==> src/rtl/phase1_pair_scheduler.sv <==
// Phase 1 pair scheduler: sweeps every reference cell of a periodic 3-D grid and
// issues its 14 half-shell neighbour pairs to the force pipeline over valid/ready.
module phase1_pair_scheduler #(
    parameter int CELLS_X = 4,
    parameter int CELLS_Y = 4,
    parameter int CELLS_Z = 4,
    parameter int CELL_W  = 6
) (
    input  logic              clk,
    input  logic              reset,
    input  logic              phase1_ready,
    input  logic              pipe_idle,
    input  logic              pair_ready,
    output logic              pair_valid,
    output logic [CELL_W-1:0] ref_cell,
    output logic [CELL_W-1:0] nbr_cell,
    output logic [3:0]        nbr_k,
    output logic              pair_last,
    output logic              phase1_done
);

    localparam int XW = (CELLS_X > 1) ? $clog2(CELLS_X) : 1;
    localparam int YW = (CELLS_Y > 1) ? $clog2(CELLS_Y) : 1;
    localparam int ZW = (CELLS_Z > 1) ? $clog2(CELLS_Z) : 1;

    localparam logic [XW-1:0] X_MAX = XW'(CELLS_X - 1);
    localparam logic [YW-1:0] Y_MAX = YW'(CELLS_Y - 1);
    localparam logic [ZW-1:0] Z_MAX = ZW'(CELLS_Z - 1);
    localparam logic [3:0]    K_MAX = 4'd13;

    localparam logic [CELL_W-1:0] CX_W = CELL_W'(CELLS_X);
    localparam logic [CELL_W-1:0] CY_W = CELL_W'(CELLS_Y);

    typedef enum logic [1:0] {
        IDLE,
        ISSUE,
        DRAIN,
        DONE
    } state_t;

    typedef enum logic [1:0] {
        D_ZERO,
        D_MINUS,
        D_PLUS
    } delta_t;

    state_t        state, state_next;
    logic [XW-1:0] x_q, x_next;
    logic [YW-1:0] y_q, y_next;
    logic [ZW-1:0] z_q, z_next;
    logic [3:0]    k_q, k_next;
    logic          done_q, done_next;

    logic          at_max;
    delta_t        dx, dy, dz;
    logic [XW-1:0] nx;
    logic [YW-1:0] ny;
    logic [ZW-1:0] nz;

    assign at_max = (x_q == X_MAX) && (y_q == Y_MAX) && (z_q == Z_MAX) && (k_q == K_MAX);

    // NOTE: every signal assigned in an always_comb gets a default first, so no path leaves it unassigned and no latch is inferred.
    always_comb begin
        dx = D_ZERO;
        dy = D_ZERO;
        dz = D_ZERO;
        case (k_q)
            4'd1:  begin dz = D_PLUS; dy = D_MINUS; dx = D_MINUS; end
            4'd2:  begin dz = D_PLUS; dy = D_MINUS;               end
            4'd3:  begin dz = D_PLUS; dy = D_MINUS; dx = D_PLUS;  end
            4'd4:  begin dz = D_PLUS;               dx = D_MINUS; end
            4'd5:  begin dz = D_PLUS;                             end
            4'd6:  begin dz = D_PLUS;               dx = D_PLUS;  end
            4'd7:  begin dz = D_PLUS; dy = D_PLUS;  dx = D_MINUS; end
            4'd8:  begin dz = D_PLUS; dy = D_PLUS;                end
            4'd9:  begin dz = D_PLUS; dy = D_PLUS;  dx = D_PLUS;  end
            4'd10: begin              dy = D_PLUS;  dx = D_MINUS; end
            4'd11: begin              dy = D_PLUS;                end
            4'd12: begin              dy = D_PLUS;  dx = D_PLUS;  end
            4'd13: begin                            dx = D_PLUS;  end
            default: ;
        endcase
    end

    // Periodic wrap: a step only ever crosses one edge, so compare-and-step replaces a modulo.
    always_comb begin
        nx = x_q;
        if (dx == D_MINUS)     nx = (x_q == '0)    ? X_MAX : x_q - XW'(1);
        else if (dx == D_PLUS) nx = (x_q == X_MAX) ? '0    : x_q + XW'(1);

        ny = y_q;
        if (dy == D_MINUS)     ny = (y_q == '0)    ? Y_MAX : y_q - YW'(1);
        else if (dy == D_PLUS) ny = (y_q == Y_MAX) ? '0    : y_q + YW'(1);

        nz = z_q;
        if (dz == D_MINUS)     nz = (z_q == '0)    ? Z_MAX : z_q - ZW'(1);
        else if (dz == D_PLUS) nz = (z_q == Z_MAX) ? '0    : z_q + ZW'(1);
    end

    always_comb begin
        state_next = state;
        x_next     = x_q;
        y_next     = y_q;
        z_next     = z_q;
        k_next     = k_q;
        done_next  = 1'b0;

        unique case (state)
            IDLE: begin
                if (phase1_ready) state_next = ISSUE;
            end

            ISSUE: begin
                if (!phase1_ready) begin
                    state_next = IDLE;
                    x_next     = '0;
                    y_next     = '0;
                    z_next     = '0;
                    k_next     = '0;
                end else if (pair_ready) begin
                    if (k_q == K_MAX) begin
                        k_next = '0;
                        if (x_q == X_MAX) begin
                            x_next = '0;
                            if (y_q == Y_MAX) begin
                                y_next = '0;
                                z_next = (z_q == Z_MAX) ? '0 : z_q + ZW'(1);
                            end else begin
                                y_next = y_q + YW'(1);
                            end
                        end else begin
                            x_next = x_q + XW'(1);
                        end
                    end else begin
                        k_next = k_q + 4'd1;
                    end
                    if (at_max) state_next = DRAIN;
                end
            end

            DRAIN: begin
                if (!phase1_ready) begin
                    state_next = IDLE;
                    x_next     = '0;
                    y_next     = '0;
                    z_next     = '0;
                    k_next     = '0;
                end else if (pipe_idle) begin
                    state_next = DONE;
                    done_next  = 1'b1;
                end
            end

            DONE: begin
                if (!phase1_ready) begin
                    state_next = IDLE;
                    x_next     = '0;
                    y_next     = '0;
                    z_next     = '0;
                    k_next     = '0;
                end else begin
                    done_next = 1'b1;
                end
            end
        endcase
    end

    // NOTE: sequential state uses non-blocking assignments so every flop samples pre-edge values regardless of statement order.
    always_ff @(posedge clk or negedge reset) begin
        if (!reset) begin
            state  <= IDLE;
            x_q    <= '0;
            y_q    <= '0;
            z_q    <= '0;
            k_q    <= '0;
            done_q <= 1'b0;
        end else begin
            state  <= state_next;
            x_q    <= x_next;
            y_q    <= y_next;
            z_q    <= z_next;
            k_q    <= k_next;
            done_q <= done_next;
        end
    end

    assign pair_valid  = (state == ISSUE);
    assign pair_last   = pair_valid && at_max;
    assign phase1_done = done_q;
    assign nbr_k       = k_q;
    assign ref_cell    = CELL_W'(x_q) + CX_W * (CELL_W'(y_q) + CY_W * CELL_W'(z_q));
    assign nbr_cell    = CELL_W'(nx)  + CX_W * (CELL_W'(ny)  + CY_W * CELL_W'(nz));

endmodule

==> config.mk <==
export PLATFORM = sky130hd
export DESIGN_NAME = phase1_pair_scheduler
export DESIGN_NICKNAME = d
export VERILOG_FILES = /design/src/rtl/phase1_pair_scheduler.sv
export SDC_FILE = /design/constraint.sdc
export NUM_CORES = 1
export LEC_CHECK = 0
export BUFFER_PORTS_ARGS = -buffer_cell sky130_fd_sc_hd__buf_2
export CORE_UTILIZATION = 35
export CTS_BUF_LIST = sky130_fd_sc_hd__clkbuf_8
export DETAILED_ROUTE_END_ITERATION = 10
export HOLD_SLACK_MARGIN = 0.06
export MAX_ROUTING_LAYER = met4
export SYNTH_ARGS = -nofsm -noshare
export SYNTH_HDL_FRONTEND = slang
export SYNTH_SLANG_ARGS = --single-unit
==> constraint.sdc <==
create_clock -name clk -period 2.7 [get_ports clk]
set_input_delay 0.675 -clock clk [delete_from_list [all_inputs] [get_ports clk]]
set_output_delay 0.675 -clock clk [all_outputs]
set_load 0.05 [all_outputs]
# --- After elaboration in Yosys (flattened, before gate mapping) ---
# Cells that the tools add are included.
classes:
  addsub: 11
  eq_ne: 34
  mux: 47
  reduce_logical: 20
op_table:
  columns: ["op", "count"]
  rows:
  - ["$mux W2", 32]
  - ["$eq A4 B4 Y1 const B", 6]
  - ["$pmux W2 S2", 5]
  - ["$eq A2 B2 Y1 const B", 8]
  - ["$eq A4 B3 Y1 const B", 4]
  - ["$mux W4", 4]
  - ["$add A2 B6 Y6", 2]
  - ["$ne A3 B2 Y1 const B", 4]
  - ["$reduce_and A5 Y1", 2]
  - ["$reduce_or A9 Y1", 1]
  - ["$add A2 B4 Y4", 2]
  - ["$eq A2 B1 Y1 const B", 4]
  - ["$eq A4 B2 Y1 const B", 2]
  - ["$logic_not A2 Y1", 4]
  - ["$pmux W2 S4", 1]
  - ["$pmux W4 S2", 1]
  - ["$add A2 B1 Y2 const B", 3]
  - ["$ne A2 B2 Y1 const B", 3]
  - ["$ne A3 B3 Y1 const B", 2]
  - ["$reduce_and A6 Y1", 1]
  - ["$reduce_or A6 Y1", 1]
  - ["$sub A2 B1 Y2 const B", 3]
  - ["$reduce_or A5 Y1", 1]
  - ["$add A4 B1 Y4 const B", 1]
  - ["other kinds (10)", 15]
word_totals:
  register_bits: 13
  in_bits: 5

# --- Longest topological paths before layout ---
# Gate-level depths: netlist of run 1.
depth:
  ltp_word: 8
  ltp_mapped: 6
  ltp_nobuf: 6

# --- Worst setup path before layout of run 1 ---
# OpenSTA, ideal clock, no wires.
synth_timing:
  kind: "register -> output"
  start: "register k_q[3] (netlist: nbr_k[3])"
  end: "output nbr_cell[2]"
  arrival_time_ns: 2.536
  required_time_ns: 2.025
  path_slack_ns: -0.511
  stages_incl_launch_ff: 5
  cell_sequence: "dfrtp_1 buf_2 buf_1 a21oi_1 o311ai_1"
synth_between:
  elab_chain_cells: 8
  word_cells_on_any_way: 28
synth_lines:
  columns: ["item", "line_no", "rtl"]
  rows:
  - ["start, declared", "51", "logic [3:0] k_q, k_next;"]
  - ["start signal, assigned", "182", "k_q <= k_next;"]
  - ["$eq A4 B4 Y1, or another cell as far along", "67", "case (k_q)"]
  - ["$reduce_or A6 Y1 (no source line) or $reduce_or A3 Y1 (tied branches)", null, null]
  - ["$pmux W2 S2", "67", null]
  - ["$eq A2 B2 Y1", "93", "else if (dy == D_PLUS) ny = (y_q == Y_MAX) ? '0 : y_q + YW'(1);"]
  - ["$mux W2", "93", null]
  - ["$mux W2", "92", "if (dy == D_MINUS) ny = (y_q == '0) ? Y_MAX : y_q - YW'(1);"]
  - ["$add A2 B4 Y4", "192", "assign nbr_cell = CELL_W'(nx) + CX_W * (CELL_W'(ny) + CY_W * CELL_W'(nz));"]
  - ["$add A2 B6 Y6 *", "192", null]
  - ["end, declared", "16", "output logic [CELL_W-1:0] nbr_cell,"]
# Every way passes the cells marked *; elsewhere a longest branch is shown, timed or not.

# --- Worst setup path in the final report of run 1 ---
# Same ends and word-level chain as after synthesis.

==> out/metrics.cfg, run 1 <==
[outcome]
status = complete, but fails checks
violations = DRC

[power_and_ir_drop]
combPwrFrac = 0.556
power_mw = 1.01
power.share.clock = 0.169
switching_share = 0.499
power.density_nw_per_um2 = 787
switchingPower_uw = 504
leakagePower_nw = 0.569
power_frac_seq = 0.275
internal_power_uw = 506
irDropWorstVdd_mv = 0.299

[critical_path]
start_kind = flop
path_class = reg2out
reg2reg_slack_ns = 1.01
crit_fanout = 11
r2r-start = y_q[0]$_DFFE_PN0P_
critical_path_arrival_ns = 1.93
path_buf_inv = 2
cp-startpoint = nbr_k[3]$_DFFE_PN0P_
path_cells = buf_4 -> or3_1 -> o21bai_1 -> o311ai_4 -> buf_2
critPathCaptureType = output port
slowest_delay_ns = 0.48
cpLargestDelayFamily = buffers and inverters
cp.required_ns = 2.03
cp_slowest_cell = dfrtp_2

[yosys]
synth_top_area_cell = dfrtp_1
ys_async_sr_fraction = 1.00
synth.avg_cell_area_um2 = 8.11
yosys-top-cells-area = dfrtp_1, ha_1, o21ai_0, a21oi_1, nand2_1
ys_ff_latch = 13
synth_nets = 142
yosysUniqueCellTypes = 43
synth_top_area_share = 0.304
ys.flop_type = dfrtp_1
synthCells = 132
mappedNetlistArea_um2 = 1070
yosysMostFrequentCell = dfrtp_1
synth_edf_count = 0
synthTopCellsByCount = dfrtp_1, nand2_1, nor2_1
yosys_warnings = 0
seq_area_frac_synth = 0.304

[global_routing]
grt_max_degree = 20
grt.total_usage = 0.167
antenna_found_initial = 0
grt_pass1_vias = 940
grt-ovfl-total = 0
grt_pass1_wl_mm = 4.22

[timing]
finalCritPeriodShare = 0.963
postLayoutSetupSlackWorst_ns = 0.0995
finalHoldViolCount = 0
drv_slew = 0
fin_setup_tns_ns = 0
fin_crit_ns = 2.60
skew_ns = 0.00314
fmaxAchievable_ghz = 0.385
max-slew-margin-rel = 0.695
setup-violations-final = 0
max_slew.worst_pin.slew_ns = 0.457

[clock_network]
ctsLongestPathBuffers = 2
postCtsSetupBuffers = 0
path_clk_slew_ns = 0.06
cts.sinks = 13
cts_root_buf = clkbuf_8
tritoncts = built
cts_buffers = 3
clock_latency_ns = 0.24
cts_max_level = 1

[die]
die_height_um = 57.3
start_util = 0.379
coreArea_um2 = 2830
rows = 19
ioPinCount = 24
dieArea_um2 = 3290
die_w_um = 57.3

[detailed_routing]
drtIter0Drc = 70
drt-pass1-iter-count = 7
routedWlPerCell_um = 13.4
drc = 2
wirelength_mm = 2.47
post_drt_via_cell_ratio = 5.74
postRouteAntennaNets = 0
vias = 1056

[final_layout]
multi_input_area_um2 = 683
diodes = 0
layout.area.seq_um2 = 333
fillers = 277
fin_nets = 164
utilization = 0.454
areaGrowthSynthToFinish_pct = 19.9
layout-drive-gt1-share = 0.281

[hold_path]
hold_path_class = in2async

[job]
cap_violations = 0

[placement]
portBuffers = 23
dpl.hpwl_mm = 1.84
gp_congestion = 0.894
post-place-ws_ns = 0.296

worst paths after layout:
kind	cells past startpoint	endpoint
worst min register to register	1	z_q[1]$_DFFE_PN0P_
worst max register to register	6	z_q[1]$_DFFE_PN0P_
min in group clk	1	z_q[1]$_DFFE_PN0P_
max in group asynchronous	1	x_q[0]$_DFFE_PN0P_
worst min-delay path	1	y_q[1]$_DFFE_PN0P_
worst max-delay path	5	nbr_cell[2]
routing by layer:
metal / GRT usage / share of wire / vias up
li1: - / - / 529
met2: 0.267 / 0.46 / 25
met3: 0.0408 / 0.051 / 2
met5: - / 0 / -
met4: 0.0314 / 0.0032 / 0
met1: 0.218 / 0.49 / 500
power by group through the flow:
| stage | clock network (mW) | registers [mW] | logic (mW) |
|---|---|---|---|
| 4_1_cts | 0.177 | 0.273 | 0.547 |
| 6_report | 0.170 | 0.278 | 0.562 |
| 3_5_place_dp | 0 | 0.276 | 0.546 |
| 2_1_floorplan | 0 | 0.313 | 0.410 |
| 5_1_grt | 0.187 | 0.285 | 0.604 |
| 3_3_place_gp | 0 | 0.274 | 0.544 |
logic make-up after synthesis:
kind of cell / Yosys count / synth area share
flip-flops: 13 / 0.304
buffers and inverters: 18 / 0.0841
AND/OR/NAND/NOR: 45 / 0.211
adder cells (fa/ha/maj): 5 / 0.0584
XOR/XNOR: 3 / 0.0245
AO/OA/AOI/OAI: 46 / 0.297
multiplexers: 2 / 0.0210
metrics by stage:
stage	cells	hold WS, ns	instance area, µm²
final	184	0.318	1280
after global routing	184	0.339	1280
after CTS	184	0.326	1260
after detailed placement	180	0.546	1220
after global placement	180	0.528	1220
after floorplan	132	0.379	1090
cell usage in the layout, fill, tap and decap left out, types with 2 or more instances in the layout:
cell      instances
a32o_1            4
nand2b_1          3
dfrtp_1           7
nand2_1          12
clkbuf_8          3
a22o_1            2
buf_4             5
buf_2            21
o31ai_1           2
clkbuf_4          2
ha_1              4
o22ai_1           4
nor2_1           12
xnor2_1           3
inv_1             8
nand3_1           7
o21ai_0          10
mux2_1            2
dfrtp_2           6
and3_1            2
nand3b_1          2
a21oi_1           8
worst register-to-register path: stages (launching register included):
cell     delay [ns]
dfrtp_1        0.48
ha_1           0.30
inv_1          0.10
nor3_2         0.22
buf_4          0.16
o31ai_1        0.09
a32o_1         0.23
registers in the layout (all words and copies together) (netlist names):
| name | flops |
|---|---|
| nbr_k | 4 |
| y_q | 2 |
| state | 2 |
| phase1_done | 1 |
| z_q | 2 |
| x_q | 2 |
layout make-up:
type	instances	area share
timing repair buffer	28	0.123
sequential	13	0.259
clock inverter	1	0.00292
clock buffer	3	0.0322
inverter	7	0.0205
tap	31	0.0302
multi-input combinational	101	0.532
what timing repair did:
item | CTS | global route
hold buffers | 0 | 0
gates resized for setup | 0 | 10
endpoints found under the setup margin | 0 | 6
Note: power is estimated with default switching activity, not from simulation.
==> run 2: changes to the inputs <==
--- a/config.mk
+++ b/config.mk
@@ -11,6 +11,8 @@
 export DETAILED_ROUTE_END_ITERATION = 10
 export HOLD_SLACK_MARGIN = 0.06
 export MAX_ROUTING_LAYER = met4
+export RECOVER_POWER = 50
+export SKIP_CTS_REPAIR_TIMING = 1
 export SYNTH_ARGS = -nofsm -noshare
 export SYNTH_HDL_FRONTEND = slang
 export SYNTH_SLANG_ARGS = --single-unit
==> constraint.sdc (replaced) <==
create_clock -name clk -period 2.7 [get_ports clk]
set_input_delay 0.54 -clock clk [delete_from_list [all_inputs] [get_ports clk]]
set_output_delay 0.54 -clock clk [all_outputs]
set_load 0.05 [all_outputs]
==> out/metrics.cfg, run 2 (same netlist as run 1, synthesis figures left out) <==
[final_layout]
layout-drive-gt1-share = 0.185  ; -0.0956
fin_nets = 162  ; -1.2%
areaGrowthSynthToFinish_pct = 15.1
final_common_cell = buf_2
final_cell_mix = buf_2, nor2_1, nand2_1
stdcell_area_um2 = 1230  ; -4.0%
diodes = 0  ; unchanged
largest_reg_flops = 4  ; unchanged

[timing]
max-slew-margin-rel = 0.508  ; -0.187
fmaxAchievable_ghz = 0.398  ; +3.6%
setup-violations-final = 0  ; unchanged
finalCritPeriodShare = 0.930  ; -0.0333
drv_slew = 0  ; unchanged
finalHoldViolCount = 0  ; unchanged
fin_crit_ns = 2.51  ; -0.0899 ns
skew_ns = 0.00282  ; -0.000313 ns
max_slew.worst_pin.slew_ns = 0.738  ; +0.281 ns
grt_setup_unrepaired = false
fin_setup_tns_ns = 0  ; unchanged

[critical_path]
critical_path_arrival_ns = 1.97  ; +0.04 ns
path_cells = buf_4 -> nand3b_1 -> a21oi_1 -> a2111oi_1 -> a221o_1 -> buf_2
start_kind = flop
critPathCaptureType = output port
slowest_delay_ns = 0.48  ; about the same
crit_fanout = 11  ; unchanged
cp.required_ns = 2.16  ; +0.13 ns
cp_slowest_cell = dfrtp_1
path_class = reg2out

[die]
ioPinCount = 24  ; unchanged
start_util = 0.379  ; unchanged
dieArea_um2 = 3290  ; unchanged
coreArea_um2 = 2830  ; unchanged
rows = 19  ; unchanged
die_w_um = 57.3  ; unchanged
die_height_um = 57.3  ; unchanged

[detailed_routing]
postRouteAntennaNets = 0  ; unchanged
drt-pass1-iter-count = 8  ; +1
post_drt_via_cell_ratio = 5.75  ; +0.14%
vias = 1046  ; -0.95%
drc = 1  ; -1
wirelength_mm = 2.57  ; +4.0%
drtIter0Drc = 43  ; -39%
routedWlPerCell_um = 14.1  ; +5.1%

[global_routing]
grt.total_usage = 0.178  ; +0.0106
grt-ovfl-total = 0  ; unchanged
grt_pass1_wl_mm = 4.44  ; +5.2%
grt_max_degree = 21  ; +5.0%
grt_pass1_vias = 944  ; +0.43%
antenna_found_initial = 0  ; unchanged

[clock_network]
cts_buffers = 3  ; unchanged
tritoncts = built
cts_max_level = 1  ; unchanged
clock_latency_ns = 0.24  ; about the same
path_clk_slew_ns = 0.06  ; about the same
cts_root_buf = clkbuf_8
ctsLongestPathBuffers = 2  ; unchanged
cts.sinks = 13  ; unchanged

[placement]
dpl.hpwl_mm = 1.93  ; +4.9%
place_area_um2 = 1190  ; -2.3%
portBuffers = 23  ; unchanged
gp_congestion = 0.798  ; -11%

[power_and_ir_drop]
leakagePower_nw = 0.540  ; -5.2%
irDropWorstVdd_mv = 0.517  ; +73%
power.density_nw_per_um2 = 790  ; +0.38%

[outcome]
status = complete, but fails checks
violations = DRC

[job]
cap_violations = 0  ; unchanged

[hold_path]
hold_path_class = in2async

## run 2: power breakdown
group          total [mW]  switching (mW)  internal [mW]
sequential          0.282          0.0644          0.217
clock               0.170          0.0694          0.100
combinational       0.522           0.361          0.161
total               0.973           0.495          0.479
## run 2: worst max-delay path: cells and delay by family, from the launching register on
kind,cells,cell delay (ns)
AOI/OAI and AO/OA,3,0.60
DFF,1,0.48
buffers and inverters,2,0.47
and+or+nand+nor,1,0.18
## run 2: area by class of cell
| type | instances | area, µm² |
|---|---|---|
| clock buffer | 3 | 41.3 |
| clock inverter | 1 | 3.75 |
| fill | 289 | 1600 |
| inverter | 7 | 26.3 |
| multi-input combinational | 101 | 664 |
| sequential | 13 | 328 |
| tap | 31 | 38.8 |
| timing repair buffer | 26 | 130 |
## run 2: final timing paths
path | slack [ns] | cells after the start | end | start
min | 0.33 | 1 | y_q[0]$_DFFE_PN0P_ | reset
min in group clk | 0.52 | 2 | state[0]$_DFFE_PN0P_ | pair_ready
max | 0.19 | 6 | nbr_cell[0] | nbr_k[0]$_DFFE_PN0P_
min reg2reg | 0.58 | 1 | z_q[0]$_DFFE_PN0P_ | z_q[0]$_DFFE_PN0P_
max in group asynchronous | 1.86 | 1 | nbr_k[3]$_DFFE_PN0P_ | reset
max reg2reg | 0.95 | 5 | z_q[1]$_DFFE_PN0P_ | nbr_k[0]$_DFFE_PN0P_
## run 2: metal layers
layer,track usage,wire length [µm]
met4,0.0279,0
met3,0.0499,89
met1,0.234,1230
met2,0.279,1260
met5,-,0
## run 2: per-stage QoR
stage,hold WS (ns),worst slack (ns),utilization,cells,power [mW]
after detailed placement,0.452,0.407,0.421,178,0.804
after global routing,0.412,0.0110,0.436,182,1.04
after floorplan,0.244,0.0783,-,132,0.710
after global placement,0.447,0.416,0.421,178,0.798
final,0.332,0.189,0.436,182,0.973
after CTS,0.189,0.133,0.437,182,0.979
==> run 3: changes to the inputs <==
--- a/config.mk
+++ b/config.mk
@@ -6,13 +6,16 @@
 export NUM_CORES = 1
 export LEC_CHECK = 0
 export BUFFER_PORTS_ARGS = -buffer_cell sky130_fd_sc_hd__buf_2
-export CORE_UTILIZATION = 35
+export CORE_UTILIZATION = 55
 export CTS_BUF_LIST = sky130_fd_sc_hd__clkbuf_8
 export DETAILED_ROUTE_END_ITERATION = 10
 export HOLD_SLACK_MARGIN = 0.06
 export MAX_ROUTING_LAYER = met4
+export PLACE_DENSITY = 0.81
 export RECOVER_POWER = 50
+export SETUP_SLACK_MARGIN = 0.02
 export SKIP_CTS_REPAIR_TIMING = 1
+export SLEW_MARGIN = 20
 export SYNTH_ARGS = -nofsm -noshare
 export SYNTH_HDL_FRONTEND = slang
 export SYNTH_SLANG_ARGS = --single-unit
==> out/metrics.cfg, run 3 (same netlist as run 1, synthesis figures left out) <==
[timing]
fin_setup_tns_ns = 0  ; unchanged
finalHoldViolCount = 0  ; unchanged
hold_ws_ns = 0.321  ; -0.0104 ns
skew_ns = 0.00172  ; -0.00111 ns
finalCritPeriodShare = 0.950  ; +0.0201
grt_setup_unrepaired = false
setup-violations-final = 0  ; unchanged
fin_crit_ns = 2.56  ; +0.0542 ns
drv_slew = 0  ; unchanged
fmaxAchievable_ghz = 0.390  ; -2.1%
max_slew.worst_pin.slew_ns = 0.719  ; -0.0194 ns
max-slew-margin-rel = 0.521  ; +0.0129

[power_and_ir_drop]
internal_power_uw = 480  ; +0.19%
combPwrFrac = 0.524  ; -0.012
irDropWorstVdd_mv = 0.542  ; +4.8%
switchingPower_uw = 504  ; +2.0%
leakagePower_nw = 0.531  ; -1.6%
switching_share = 0.512  ; +0.00438
power_frac_seq = 0.293  ; +0.004
power.share.clock = 0.182  ; +0.008
power.density_nw_per_um2 = 806  ; +2.0%

[critical_path]
path_buf_inv = 1  ; -1
critPathCaptureType = output port
path_class = reg2out
slowest_delay_ns = 0.69  ; +0.21 ns
cpLargestDelayFamily = simple AND/OR/NAND/NOR gates
start_kind = flop
cp.required_ns = 2.16  ; about the same
cp_slowest_cell = dfrtp_1
critical_path_arrival_ns = 2.02  ; +0.05 ns
path_cells = nand2_1 -> nor3_2 -> and3_1 -> buf_2
crit_fanout = 20  ; +9

[placement]
portBuffers = 23  ; unchanged
place_area_um2 = 1180  ; -1.3%
placedCellCount = 171  ; -3.9%
gp_congestion = 0.825  ; +3.3%
dpl.hpwl_mm = 1.86  ; -3.8%

[clock_network]
ctsLongestPathBuffers = 2  ; unchanged
cts_max_level = 1  ; unchanged
path_clk_slew_ns = 0.06  ; about the same
tritoncts = built
clock_latency_ns = 0.24  ; about the same
cts_buffers = 3  ; unchanged
cts.sinks = 13  ; unchanged
cts_root_buf = clkbuf_8

[job]
cap_violations = 0  ; unchanged

[final_layout]
fin_nets = 161  ; -0.62%
layout-drive-gt1-share = 0.200  ; +0.0146
areaGrowthSynthToFinish_pct = 14.0
diodes = 0  ; unchanged
largest_reg_flops = 4  ; unchanged
final_cell_mix = buf_2, nor2_1, nand2_1
fin_cells = 175  ; -3.8%
fillers = 153  ; -47%
final_common_cell = buf_2
stdcell_area_um2 = 1220  ; -0.91%

[die]
rows = 15  ; -4
die_height_um = 46.1  ; -20%
die_w_um = 46.1  ; -20%
dieArea_um2 = 2130  ; -35%
start_util = 0.601  ; +0.222
ioPinCount = 24  ; unchanged
coreArea_um2 = 1780  ; -37%

[detailed_routing]
drc = 0  ; -1
drt-pass1-iter-count = 5  ; -3
wirelength_mm = 2.60  ; +0.89%
post_drt_via_cell_ratio = 6.13  ; +6.6%
routedWlPerCell_um = 14.8  ; +4.9%
vias = 1072  ; +2.5%
drtIter0Drc = 69  ; +60%
postRouteAntennaNets = 0  ; unchanged

[global_routing]
use_met2 = 0.425  ; +0.146
antenna_found_initial = 0  ; unchanged
grt.total_usage = 0.272  ; +0.0940
top_usage_layer = met2
use_met3 = 0.0471  ; -0.00283
grtUsageMet1 = 0.354  ; +0.120
grt_pass1_vias = 859  ; -9.0%
grt_pass1_wl_mm = 3.91  ; -12%
grt_max_degree = 21  ; unchanged
grt-ovfl-total = 0  ; unchanged

[hold_path]
hold_path_class = in2async

[outcome]
status = completed

## run 3: changes by cell type in the layout (fill, tap and decap cells not counted), sizes merged
cell / previous run / this run
buf: 20 / 19
clkinv: 0 / 1
inv: 8 / 7
## run 3: path summary, 6_finish.rpt
| check | start | to | slack, ns | cells after the start |
|---|---|---|---|---|
| setup / recovery | nbr_k[3]$_DFFE_PN0P_ | pair_last | 0.14 | 4 |
| hold / removal | reset | x_q[1]$_DFFE_PN0P_ | 0.32 | 1 |
| setup reg to reg | nbr_k[3]$_DFFE_PN0P_ | z_q[0]$_DFFE_PN0P_ | 0.91 | 4 |
| hold reg to reg | z_q[1]$_DFFE_PN0P_ | z_q[1]$_DFFE_PN0P_ | 0.55 | 1 |
| max in group asynchronous | reset | nbr_k[1]$_DFFE_PN0P_ | 1.88 | 1 |
| min in group clk | pair_ready | state[0]$_DFFE_PN0P_ | 0.51 | 2 |
## run 3: final cells by class
class                           instances  area [µm²]  share of cell area
Multi-Input combinational cell        101         666               0.545
Clock buffer                            3        41.3              0.0338
Sequential cell                        13         329               0.269
Clock inverter                          1        5.00             0.00410
Inverter                                7        26.3              0.0215
Timing Repair Buffer                   25         123               0.100
Tap cell                               25        31.3              0.0256
## run 3: power by group through the flow
stage	combinational [mW]	clock [mW]	sequential, mW
6_report	0.516	0.179	0.289
2_1_floorplan	0.399	0	0.311
4_1_cts	0.515	0.181	0.285
5_1_grt	0.551	0.190	0.296
3_3_place_gp	0.499	0	0.284
3_5_place_dp	0.512	0	0.288
## run 3: per-layer routing
layer / part of all wire / vias to the layer above / wire [µm]
li1: - / 521 / -
met3: 0.080 / 7 / 207
met4: 0.014 / 0 / 36
met2: 0.50 / 61 / 1290
met5: 0 / - / 0
met1: 0.41 / 483 / 1060
## run 3: per-stage QoR
step	util	total power, mW	worst slack, ns
detailed placement	0.660	0.799	0.319
global route	0.685	1.04	0.0234
finish	0.685	0.984	0.135
global placement	0.660	0.783	0.393
floorplan	-	0.710	0.0783
CTS	0.686	0.980	0.0353
